==> config.mk <==
export PLATFORM = sky130hd
export DESIGN_NAME = rtc_timekeeper
export DESIGN_NICKNAME = d
export VERILOG_FILES = /design/src/rtl/rtc_timekeeper.sv
export SDC_FILE = /design/constraint.sdc
export NUM_CORES = 1
export LEC_CHECK = 0
export ABC_AREA = 1
export BUFFER_PORTS_ARGS = -buffer_cell sky130_fd_sc_hd__buf_2
export CORE_UTILIZATION = 51
export CTS_CLUSTER_SIZE = 12
export DETAILED_ROUTE_END_ITERATION = 10
export PLACE_DENSITY = 0.74
export SYNTH_ARGS = -nofsm -noshare
export SYNTH_HDL_FRONTEND = slang
export SYNTH_SLANG_ARGS = --single-unit
export TNS_END_PERCENT = 30
==> constraint.sdc <==
create_clock -name clk_sys -period 5 [get_ports clk_sys]
set_input_delay 0.5 -clock clk_sys [delete_from_list [all_inputs] [get_ports clk_sys]]
set_output_delay 0.5 -clock clk_sys [all_outputs]
set_load 0.1 [all_outputs]
==> src/rtl/rtc_timekeeper.sv <==
`default_nettype none
// ============================================================================
// Module   : rtc_timekeeper
// Purpose  : Time-of-day counter (hh:mm:ss) running from the system clock.
//            An internal prescaler derives the 1 s tick. Provides run/stop,
//            range-checked time load, 12/24 h display, a sticky hh:mm alarm
//            and second/day strobes.
// Ports    : clk_sys, sys_rsn (sync active-low reset)
//            run, mode_12h                   - control
//            set_vld/set_hour/set_min/set_s  - time load, set_err on reject
//            alarm_en/alarm_hour/alarm_min/alarm_clr, alarm_flag
//            hour (display), min, s, pm      - time outputs
//            sec_pulse, day_pulse            - one-cycle strobes
// Revision : 1.0 - initial release
// ============================================================================
module rtc_timekeeper #(
    parameter int CLK_HZ  = 50_000_000,
    parameter int PRESC_W = $clog2(CLK_HZ)
) (
    input  logic       clk_sys,
    input  logic       sys_rsn,
    input  logic       run,
    input  logic       mode_12h,
    input  logic       set_vld,
    input  logic [4:0] set_hour,
    input  logic [5:0] set_min,
    input  logic [5:0] set_s,
    output logic       set_err,
    input  logic       alarm_en,
    input  logic [4:0] alarm_hour,
    input  logic [5:0] alarm_min,
    input  logic       alarm_clr,
    output logic       alarm_flag,
    output logic [4:0] hour,
    output logic [5:0] min,
    output logic [5:0] s,
    output logic       pm,
    output logic       sec_pulse,
    output logic       day_pulse
);

    localparam logic [PRESC_W-1:0] C_PRESC_MAX = PRESC_W'(CLK_HZ - 1);

    logic [PRESC_W-1:0] r_presc;
    logic [4:0]         r_hour24;
    logic [5:0]         r_min;
    logic [5:0]         r_s;
    logic               r_set_err;
    logic               r_alarm_flag;
    logic               r_sec_pulse;
    logic               r_day_pulse;

    logic       w_tick;
    logic       w_set_ok;
    logic       w_load;
    logic       w_s_wrap;
    logic       w_min_wrap;
    logic       w_hour_wrap;
    logic [5:0] w_s_next;
    logic [5:0] w_min_next;
    logic [4:0] w_hour_next;
    logic       w_day_wrap;
    logic       w_alarm_hit;
    logic [4:0] w_hour_disp;

    assign w_tick   = run && (r_presc == C_PRESC_MAX);
    assign w_set_ok = (set_hour <= 5'd23) && (set_min <= 6'd59) && (set_s <= 6'd59);
    assign w_load   = set_vld && w_set_ok;

    // Successor time, used only when a tick is taken
    assign w_s_wrap    = (r_s == 6'd59);
    assign w_min_wrap  = (r_min == 6'd59);
    assign w_hour_wrap = (r_hour24 == 5'd23);
    assign w_s_next    = w_s_wrap ? 6'd0 : r_s + 6'd1;
    assign w_min_next  = !w_s_wrap ? r_min : (w_min_wrap ? 6'd0 : r_min + 6'd1);
    assign w_hour_next = !(w_s_wrap && w_min_wrap) ? r_hour24 :
                         (w_hour_wrap ? 5'd0 : r_hour24 + 5'd1);
    assign w_day_wrap  = w_s_wrap && w_min_wrap && w_hour_wrap;

    // Compare against the time about to be shown, so the flag rises together
    // with the matching time. Out-of-range alarm fields can never equal it.
    assign w_alarm_hit = alarm_en && (w_hour_next == alarm_hour) &&
                         (w_min_next == alarm_min) && (w_s_next == 6'd0);

    always_ff @(posedge clk_sys) begin
        if (!sys_rsn) begin
            r_presc      <= '0;
            r_hour24     <= 5'd0;
            r_min        <= 6'd0;
            r_s          <= 6'd0;
            r_set_err    <= 1'b0;
            r_alarm_flag <= 1'b0;
            r_sec_pulse  <= 1'b0;
            r_day_pulse  <= 1'b0;
        end else begin
            r_set_err   <= set_vld && !w_set_ok;
            r_sec_pulse <= 1'b0;
            r_day_pulse <= 1'b0;

            // A valid load swallows any coincident tick
            if (w_load) begin
                r_presc  <= '0;
                r_hour24 <= set_hour;
                r_min    <= set_min;
                r_s      <= set_s;
            end else if (w_tick) begin
                r_presc     <= '0;
                r_hour24    <= w_hour_next;
                r_min       <= w_min_next;
                r_s         <= w_s_next;
                r_sec_pulse <= 1'b1;
                r_day_pulse <= w_day_wrap;
            end else if (run) begin
                r_presc <= r_presc + 1'b1;
            end

            // Set has priority over clear
            if (!w_load && w_tick && w_alarm_hit) begin
                r_alarm_flag <= 1'b1;
            end else if (alarm_clr) begin
                r_alarm_flag <= 1'b0;
            end
        end
    end

    always_comb begin
        w_hour_disp = r_hour24;
        if (mode_12h) begin
            if (r_hour24 == 5'd0) begin
                w_hour_disp = 5'd12;
            end else if (r_hour24 > 5'd12) begin
                w_hour_disp = r_hour24 - 5'd12;
            end
        end
    end

    assign hour       = w_hour_disp;
    assign pm         = (r_hour24 >= 5'd12);
    assign min        = r_min;
    assign s          = r_s;
    assign set_err    = r_set_err;
    assign alarm_flag = r_alarm_flag;
    assign sec_pulse  = r_sec_pulse;
    assign day_pulse  = r_day_pulse;

endmodule
`default_nettype wire

==> out/results.ini <==
[synth]
syn_nets=537
synth_edf_count=0
synthFlopType=dfxtp_1
synth_cell_types=43
synth_area_leaders=dfxtp_1 (29%), nand2_1 (15%), inv_1 (6.6%), nor2_1 (6.5%), nand3_1 (5.3%)
yosys-top-cells-count=nand2_1 (131), inv_1 (56), nor2_1 (55)
yosysSeqAreaShare_pct=29.5
synth.top_cell.area_share_pct=29.5
syn_area_mm2=0.00319
async_reset_ff_share_pct=0
synth.avg_cell_area_um2=6.47
synth_top_cell_by_area=dfxtp_1
syn_inst=493
synth_most_common_cell=nand2_1
ys_ff_latch=47
yosys_warnings=0

[timing]
min_period_over_period_pct=52.3
rsz0062_at_grt=no
holdWs_ns=0.449
slew-limit-headroom_pct=53.6
layout_min_cycle_time_ns=2.62
clock_skew_ns=0.00793
final-hold-violation-count=0
worst_pin_slew_ns=0.695
tns_ns=0
finalSetupViolations=0
slew_violations=0
max_freq_ghz=0.382

[power_and_ir_drop]
vdd_drop_max_v=0.000133
power.density_mw_per_mm2=244
leakagePower_nw=1.53

[clocking]
clockBufferDepth=2
h-tree-depth=2
cts_buffers=5
root_buffer=clkbuf_8
clock_latency_ns=0.31
postCtsHoldBufs=0
cts_sinks=47
cts_tree=built
clk_pin_slew_ns=0.09
cts.repair.resized=0
post_cts_buffers=0

[setup_path]
cp.required_ns=4.50
r2r-start=s[0]$_SDFFE_PN0P_
critPathLaunch=r_hour24[2]$_SDFFE_PN0P_
cp-start-kind=flop
cp_max_fo=10
endpoint_kind=output port
cp_common_cell=inv_1
critPathBufInv=3
crit_type=flop to output port
cp_cell_sequence=inv_1 -> ha_1 -> nand4_1 -> inv_1 -> a2111oi_1 -> buf_2
critPathTopFamily=buffers and inverters
cp.arrival_ns=2.12
rr_worst_depth=11
slowest_delay_ns=0.51
crit_path_top_delay_cell=dfxtp_1
cp.depth=6

[run]
drv_cap=0

[die]
rows=28
core_area_mm2=0.00599
start_util_pct=53.3
ios=57
fp.dieH_um=81.1
die-area_mm2=0.00658
fp.dieW_um=81.1

[drt]
drt_iter0_markers=228
drc_errors=0
drt-total-wl_mm=8.34
avgRoutedWirePerCell_um=13.4
vias=3394
drt_pass1_iterations=5
vias_per_cell=5.46
ant_nets=0

[finish]
design_area_mm2=0.00361
diodes=0
drive_gt1_share_pct=19.0
final_cells=622
final_net_count=591
syn2layout_area_growth_pct=13.0

[placement]
routabilityCongestion=0.948
place_area_mm2=0.00350
dp_cells=615
hpwl_mm=6.31
port_buffers=56

[global_route]
track_usage_pct=27.5
grt_pass1_wl_mm=14.0
antenna_found_initial=0
grt_pass1_vias=3083
grt_max_degree=30
gr-total-overflow=0

[hold_path]
holdPathStages=4
hold_start=alarm_clr
hold_path_class=primary input to flop

[status]
status=completed

[path summary, 6_finish.rpt]
path | endpoint | slack [ns]
hold reg to reg | r_presc[22]$_SDFFE_PP0P_ | 0.48
setup / recovery | hour[4] | 2.38
setup reg to reg | alarm_flag$_SDFFE_PN0P_ | 2.70
hold / removal | alarm_flag$_SDFFE_PN0P_ | 0.45
[per-stage QoR]
step | worst slack (ns) | power [mW] | util, %
after detailed placement | 2.68 | 0.604 | 58.4
after CTS | 2.39 | 0.883 | 60.2
after global placement | 2.74 | 0.602 | 58.4
after global routing | 2.21 | 0.917 | 60.2
after floorplan | 0.342 | 0.560 | -
final | 2.38 | 0.880 | 60.2
[kinds of logic (layout without fill, tap and decap cells)]
kind of cell / Yosys count / after routing / share of synthesized area [%]
DFF: 47 / 47 / 29.5
buffers and inverters: 72 / 126 / 9.49
xor gates and xnor gates: 11 / 11 / 3.02
AOI/OAI and AO/OA: 64 / 64 / 11.5
adders and majority gates: 9 / 9 / 3.53
and+or+nand+nor: 290 / 290 / 43.0
[layer usage]
| metal | track usage, % | wire (µm) | vias to the layer above |
|---|---|---|---|
| met5 | 0 | 0 | - |
| li1 | - | - | 1709 |
| met2 | 42.9 | 3770 | 143 |
| met4 | 7.50 | 109 | 0 |
| met1 | 38.9 | 3830 | 1530 |
| met3 | 4.61 | 633 | 12 |
[worst reg2reg max path, delay by kind of cell (launching register included)]
kind                       cells  cell delay [ns]
AOI/OAI and AO/OA              2             0.20
adders and majority gates      1             0.29
DFF                            1             0.45
and+or+nand+nor                8             1.29
[layout make-up]
type	instances	area [µm²]
fillers	569	2380
multi-input cells	374	1950
flip-flops and latches	47	941
repair buffers	56	280
inverters	63	236
well taps	75	93.8
clock buffers	5	68.8
clock inverters	2	37.5
[state kept, by name (all words and copies together), names as in the netlist]
signal	cells
min	6
r_hour24	5
alarm_flag	1
set_err	1
s	6
sec_pulse	1
r_presc	26
day_pulse	1
[placed cells by master (no fill, tap or decap), drive strengths merged, types with 5 or more instances in the layout]
master and n:
a21oi 27, a31oi 5, buf 56, clkbuf 5, dfxtp 47, ha 9
inv 63, nand2 139, nand3 37, nand3b 6, nand4 17, nor2 69
nor3 14, o21ai 19, xnor2 6, xor2 5
[report_power, final]
group	leakage [nW]	switching, mW	total [mW]	internal (mW)
clock	0.0502	0.137	0.283	0.146
combinational	1.10	0.153	0.198	0.0459
sequential	0.381	0.0146	0.399	0.384
total	1.53	0.304	0.880	0.576
(Power assumes the default switching activity.)
